--- config.mk ---
export PLATFORM = sky130hd
export DESIGN_NAME = inst_buffer_flat
export DESIGN_NICKNAME = d
export VERILOG_FILES = /design/src/rtl/inst_buffer_if.sv /design/src/rtl/inst_buffer.sv /design/src/flat_wrapper.sv
export SDC_FILE = /design/constraint.sdc
export NUM_CORES = 2
export LEC_CHECK = 0
export BUFFER_PORTS_ARGS = -buffer_cell sky130_fd_sc_hd__buf_2
export CORE_MARGIN = 2
export CORE_UTILIZATION = 40
export CTS_CLUSTER_SIZE = 30
export DETAILED_ROUTE_END_ITERATION = 7
export GPL_TIMING_DRIVEN = 0
export SYNTH_ARGS = -nofsm -noshare
export SYNTH_HDL_FRONTEND = slang
export SYNTH_SLANG_ARGS = --single-unit
--- constraint.sdc ---
create_clock -name clk -period 21.7 [get_ports clk]
set_input_delay 0 -clock clk [delete_from_list [all_inputs] [get_ports clk]]
set_output_delay 0 -clock clk [all_outputs]
set_load 0.01 [all_outputs]
--- src/rtl/inst_buffer_if.sv ---
// Purpose : fetch/ID-side bundle of the instruction queue (write slots, read slots, flush).
// Latency : n/a (wires only).
// Backpress: full_o throttles fetch; rd_en_i/issue_i tell the queue how much ID consumed.
//   master : fetch + ID stage side (drives writes, flush, rd_en_i, issue_i)
//   slave  : inst_buffer side (drives full_o, read slots, count_o)
interface inst_buffer_if #(
    parameter int AW = 4
);
    logic          flush;
    logic          wr_en1_i;
    logic          wr_en2_i;
    logic [31:0]   wr_inst1_i;
    logic [31:0]   wr_inst2_i;
    logic [31:0]   wr_addr1_i;
    logic [31:0]   wr_addr2_i;
    logic          full_o;
    logic          rd_en_i;
    logic          issue_i;
    logic          inst1_valid_o;
    logic          inst2_valid_o;
    logic [31:0]   inst1_o;
    logic [31:0]   inst2_o;
    logic [31:0]   inst1_addr_o;
    logic [31:0]   inst2_addr_o;
    logic [AW:0]   count_o;

    modport master (
        output flush, wr_en1_i, wr_en2_i, wr_inst1_i, wr_inst2_i,
               wr_addr1_i, wr_addr2_i, rd_en_i, issue_i,
        input  full_o, inst1_valid_o, inst2_valid_o, inst1_o, inst2_o,
               inst1_addr_o, inst2_addr_o, count_o
    );

    modport slave (
        input  flush, wr_en1_i, wr_en2_i, wr_inst1_i, wr_inst2_i,
               wr_addr1_i, wr_addr2_i, rd_en_i, issue_i,
        output full_o, inst1_valid_o, inst2_valid_o, inst1_o, inst2_o,
               inst1_addr_o, inst2_addr_o, count_o
    );
endinterface

--- src/rtl/inst_buffer.sv ---
// Purpose : 2-in/2-out circular instruction queue between fetch and the dual-issue ID stage.
// Latency : write visible on read ports 1 cycle later; retire moves head at the clock edge.
// Backpress: full_o (<2 free) stops fetch; writes while full are dropped; rd_en_i low stalls ID.
//   ports  : clk, rst (sync, active-high), bus (inst_buffer_if.slave)
module inst_buffer #(
    parameter int DEPTH = 16,
    parameter int AW    = 4
) (
    input  logic           clk,
    input  logic           rst,
    inst_buffer_if.slave   bus
);
    typedef struct packed {
        logic [31:0] inst;
        logic [31:0] addr;
    } entry_t;

    localparam logic [AW-1:0] PTR_ONE  = AW'(1);
    localparam logic [AW:0]   FULL_THR = (AW+1)'(DEPTH - 2);

    entry_t        mem [DEPTH];
    logic [AW-1:0] rd_ptr;
    logic [AW-1:0] wr_ptr;
    logic [AW:0]   cnt;

    logic          full;
    logic          wr_go;
    logic          we2;
    logic [1:0]    w;
    logic [1:0]    q;
    logic [1:0]    r;
    entry_t        head0;
    entry_t        head1;

    assign full  = (cnt > FULL_THR);
    // A write into a full queue is a protocol error; it is dropped rather than overwriting live data.
    assign wr_go = bus.wr_en1_i && !full;
    // Slot 2 without slot 1 would break program order, so slot 2 only counts alongside slot 1.
    assign we2   = bus.wr_en1_i && bus.wr_en2_i;

    always_comb begin
        w = 2'd0;
        if (wr_go) begin
            w = we2 ? 2'd2 : 2'd1;
        end
        q = 2'd0;
        if (bus.rd_en_i) begin
            q = bus.issue_i ? 2'd2 : 2'd1;
        end
        // Clamp the retire to what is present; cnt < q only happens for cnt of 0 or 1.
        r = q;
        if ((AW+1)'(q) > cnt) begin
            r = cnt[1:0];
        end
    end

    always_ff @(posedge clk) begin
        if (rst || bus.flush) begin
            rd_ptr <= '0;
            wr_ptr <= '0;
            cnt    <= '0;
        end else begin
            rd_ptr <= rd_ptr + AW'(r);
            wr_ptr <= wr_ptr + AW'(w);
            cnt    <= cnt + (AW+1)'(w) - (AW+1)'(r);
        end
    end

    // Array contents survive reset/flush; only the pointers define what is live.
    always_ff @(posedge clk) begin
        if (!rst && !bus.flush && wr_go) begin
            mem[wr_ptr] <= '{inst: bus.wr_inst1_i, addr: bus.wr_addr1_i};
            if (we2) begin
                mem[wr_ptr + PTR_ONE] <= '{inst: bus.wr_inst2_i, addr: bus.wr_addr2_i};
            end
        end
    end

    assign head0 = mem[rd_ptr];
    assign head1 = mem[rd_ptr + PTR_ONE];

    assign bus.full_o        = full;
    assign bus.count_o       = cnt;
    assign bus.inst1_valid_o = (cnt >= (AW+1)'(1));
    assign bus.inst2_valid_o = (cnt >= (AW+1)'(2));
    assign bus.inst1_o       = bus.inst1_valid_o ? head0.inst : 32'h0;
    assign bus.inst1_addr_o  = bus.inst1_valid_o ? head0.addr : 32'h0;
    assign bus.inst2_o       = bus.inst2_valid_o ? head1.inst : 32'h0;
    assign bus.inst2_addr_o  = bus.inst2_valid_o ? head1.addr : 32'h0;
endmodule

--- src/flat_wrapper.sv ---
// flat-port wrapper written by rule: the top's interface ports become plain ports
module inst_buffer_flat 
#(
    parameter int DEPTH = 16,
    parameter int AW    = 4
)
  (clk, rst, bus_flush, bus_wr_en1_i, bus_wr_en2_i, bus_wr_inst1_i, bus_wr_inst2_i, bus_wr_addr1_i, bus_wr_addr2_i, bus_rd_en_i, bus_issue_i, bus_full_o, bus_inst1_valid_o, bus_inst2_valid_o, bus_inst1_o, bus_inst2_o, bus_inst1_addr_o, bus_inst2_addr_o, bus_count_o);
  inst_buffer_if #(.AW(AW)) bus_i ();
  input  logic clk;
  input  logic rst;
  input wire logic [$bits(bus_i.flush)-1:0] bus_flush;
  input wire logic [$bits(bus_i.wr_en1_i)-1:0] bus_wr_en1_i;
  input wire logic [$bits(bus_i.wr_en2_i)-1:0] bus_wr_en2_i;
  input wire logic [$bits(bus_i.wr_inst1_i)-1:0] bus_wr_inst1_i;
  input wire logic [$bits(bus_i.wr_inst2_i)-1:0] bus_wr_inst2_i;
  input wire logic [$bits(bus_i.wr_addr1_i)-1:0] bus_wr_addr1_i;
  input wire logic [$bits(bus_i.wr_addr2_i)-1:0] bus_wr_addr2_i;
  input wire logic [$bits(bus_i.rd_en_i)-1:0] bus_rd_en_i;
  input wire logic [$bits(bus_i.issue_i)-1:0] bus_issue_i;
  output wire logic [$bits(bus_i.full_o)-1:0] bus_full_o;
  output wire logic [$bits(bus_i.inst1_valid_o)-1:0] bus_inst1_valid_o;
  output wire logic [$bits(bus_i.inst2_valid_o)-1:0] bus_inst2_valid_o;
  output wire logic [$bits(bus_i.inst1_o)-1:0] bus_inst1_o;
  output wire logic [$bits(bus_i.inst2_o)-1:0] bus_inst2_o;
  output wire logic [$bits(bus_i.inst1_addr_o)-1:0] bus_inst1_addr_o;
  output wire logic [$bits(bus_i.inst2_addr_o)-1:0] bus_inst2_addr_o;
  output wire logic [$bits(bus_i.count_o)-1:0] bus_count_o;
  assign bus_i.flush = bus_flush;
  assign bus_i.wr_en1_i = bus_wr_en1_i;
  assign bus_i.wr_en2_i = bus_wr_en2_i;
  assign bus_i.wr_inst1_i = bus_wr_inst1_i;
  assign bus_i.wr_inst2_i = bus_wr_inst2_i;
  assign bus_i.wr_addr1_i = bus_wr_addr1_i;
  assign bus_i.wr_addr2_i = bus_wr_addr2_i;
  assign bus_i.rd_en_i = bus_rd_en_i;
  assign bus_i.issue_i = bus_issue_i;
  assign bus_full_o = bus_i.full_o;
  assign bus_inst1_valid_o = bus_i.inst1_valid_o;
  assign bus_inst2_valid_o = bus_i.inst2_valid_o;
  assign bus_inst1_o = bus_i.inst1_o;
  assign bus_inst2_o = bus_i.inst2_o;
  assign bus_inst1_addr_o = bus_i.inst1_addr_o;
  assign bus_inst2_addr_o = bus_i.inst2_addr_o;
  assign bus_count_o = bus_i.count_o;
  inst_buffer #(.DEPTH(DEPTH), .AW(AW)) u_core (.clk(clk), .rst(rst), .bus(bus_i));
endmodule
==> run metrics <==
vias in the first global route=40860; YS warnings=0; period utilization=0.2455; fin util=0.4764; Starting Density=0.4033; R2R Setup Slk=16.93 ns; Hold Violations, Final=0; I/O pin count=271; DR pass1 iterations=5; sequential-to-total area share from yosys stat=0.5127; Req. time, crit path=21.70 ns; largest net degree at the start of global routing=38; first-pass GRT wire length=316.7 mm; clock-pin slew on the worst setup and hold paths=0.06 ns; FF-to-FF Start=u_core.bus.count_o[4]$_SDFF_PP0_; most frequent cells in the layout=edfxtp_1, mux2_2, mux4_2; failing checks=capacitance limit, slew limit; share of layout cells above drive strength 1=0.5200; PD cells=82.91 nW/um^2; Final min period=5.328 ns; RSZ-0062 raised after global routing=no; Critical Path Sink Type=output port; Layout Nets=4385; CTS Buf Count=115; Pleak=0.02324 uW; Worst R2R Path Depth=13; cell taking the most area after synthesis=edfxtp_1; type of origin of the critical path=flip-flop; Die W=392.8 um; Cell Area, Synth=60480 um^2; total length of routed wires=229.7 mm; maxcap violations=1; Synth Flop Type=edfxtp_1; Synth Register Bits=1037; Slew Limit Fails=10; Chip Height=392.8 um; CTS tree=done; CTS hold repair buffers=162; WHS Endpoint=u_core.rd_ptr[1]$_SDFF_PP0_; share of the synthesized area in the top cell type=0.5084; Critical path origin=u_core.rd_ptr[0]$_SDFF_PP0_; H-tree levels=3; Synth-to-Final Area Change=18.12%; Avg Cell Area, Syn=17.09 um^2; via count=40630; Synth area leaders=edfxtp_1, mux4_2, mux2_2; fill count=13020; Tightest Hold Check Type=input port to flip-flop; Max Clock Freq=0.1877 GHz; library cells used by synthesis=51; WHS Path Cells=6; min-delay src=bus_rd_en_i; Setup Crit Path Kind=flip-flop to output port; Post-synth EDFFs=1024; Crit Path Max Fanout=10; status=finished with violations; postcts setup bufs=0; GRT met2 Usage=0.4636; Setup TNS=0 ns; Critical R2R Capture=u_core.mem[12][35]$_DFFE_PP_; final worst slack=16.37 ns; peak supply drop=70.86 uV; drt initial violations=5347; Worst EP arrival=5.33 ns; met3 Usage GRT=0.08188; Core Area=150000 um^2; Worst Skew=0.02071 ns; Total GRT Usage=0.2945; CTS resizes=0; Max-slew headroom=-0.07436; Post-synth ARST share=0; gpl congestion=0.8563; busiest grt layer=met2; Worst-Skew Late Latency=0.77 ns; instance count of the mapped netlist=3538; Max Root-Sink Buffers=3; drt drc=0; Routed WL per cell=36.13 um; Final ANT Viol Nets=0; root buf cell=clkbuf_16; grt met1 use=0.3904; via-per-instance ratio=6.391; final setup vio count=0; syn nets=3694; PortBufs=270; GRT overflow=0; # clock sinks=1037; most common cell after layout, fill and taps aside=edfxtp_1; initial antenna violation count=25; row cnt=142; die area=154300 um^2; post-detail-place hpwl=156.2 mm; Least-Margin Pin Slew=1.606 ns; post-place setup slack=17.20 ns
through the flow:
step / instance area (um^2) / hold slack [ns] / total power [uW] / std cells
final: 71440 / 0.06336 / 5923 / 6358
after detailed placement: 66160 / 0.3839 / 3954 / 5966
after global routing: 71420 / 0.07215 / 6076 / 6352
after CTS: 71400 / 0.02875 / 5908 / 6347
after floorplan: 60480 / 0.1924 / 3180 / 3538
after global placement: 64350 / 0.3843 / 3947 / 5824
Yosys cell counts (15+ instances only):
cell type	number
nand2_1	15
clkbuf_1	267
mux4_2	512
o22ai_1	64
a22oi_1	126
a21oi_1	70
inv_1	18
mux2i_1	130
buf_2	112
buf_1	27
ha_1	17
mux2_4	120
edfxtp_1	1024
mux2_2	894
cell type report:
type / count / area (um^2) / area share
plain buffers: 419 / 1812 / 0.02536
inverters: 18 / 67.56 / 0.0009458
diodes: 11 / 27.53 / 0.0003853
clock inverters: 72 / 618.1 / 0.008652
flip-flops and latches: 1037 / 31010 / 0.4341
multi-input cells: 2064 / 27750 / 0.3885
clock buffers: 147 / 3008 / 0.04210
well taps: 2016 / 2522 / 0.03531
repair buffers: 574 / 4622 / 0.06470
worst max-delay path, stage by stage (launching register included):
cell	delay, ns
dfxtp_1	0.38
buf_2	0.38
buf_2	0.47
clkbuf_1	0.92
clkbuf_1	0.89
mux4_2	0.38
a22oi_1	0.10
a21oi_1	0.76
buf_2	0.27
cells by family after synthesis:
logic type | after synthesis | synth area share
xor+xnor | 7 | 0.001014
compound gates | 288 | 0.03176
simple gates | 82 | 0.008296
mux | 1666 | 0.4103
fa+ha+maj | 21 | 0.004841
buf+inv | 437 | 0.03105
flops | 1037 | 0.5127
flip-flops by register name, indices dropped and copies added (netlist names):
| signal | cells |
|---|---|
| u_core.bus.count_o | 5 |
| u_core.wr_ptr | 4 |
| u_core.mem | 1024 |
| u_core.rd_ptr | 4 |
power breakdown:
group	internal [uW]	leakage, uW	switching [uW]
combinational	628	0.0121	1100
sequential	2220	0.00932	16.2
clock	1080	0.00178	876
total	3930	0.0232	1990
worst max path at each step:
stage	to	slack, ns	cells after the start
after global placement	u_core.mem[0][40]$_DFFE_PP_	0.92	5
after global routing	bus_inst1_addr_o[26]	16.39	8
after CTS	bus_inst1_o[27]	16.67	8
after floorplan	u_core.mem[12][0]$_DFFE_PP_	13.02	6
final	bus_inst1_addr_o[26]	16.37	8
after detailed placement	u_core.mem[12][38]$_DFFE_PP_	17.20	13
metal layers:
metal	routed length [um]	share of wire
met5	159	0.00069
met4	8983	0.039
met3	26480	0.12
met2	106100	0.46
met1	87980	0.38
(Power assumes the default switching activity.)
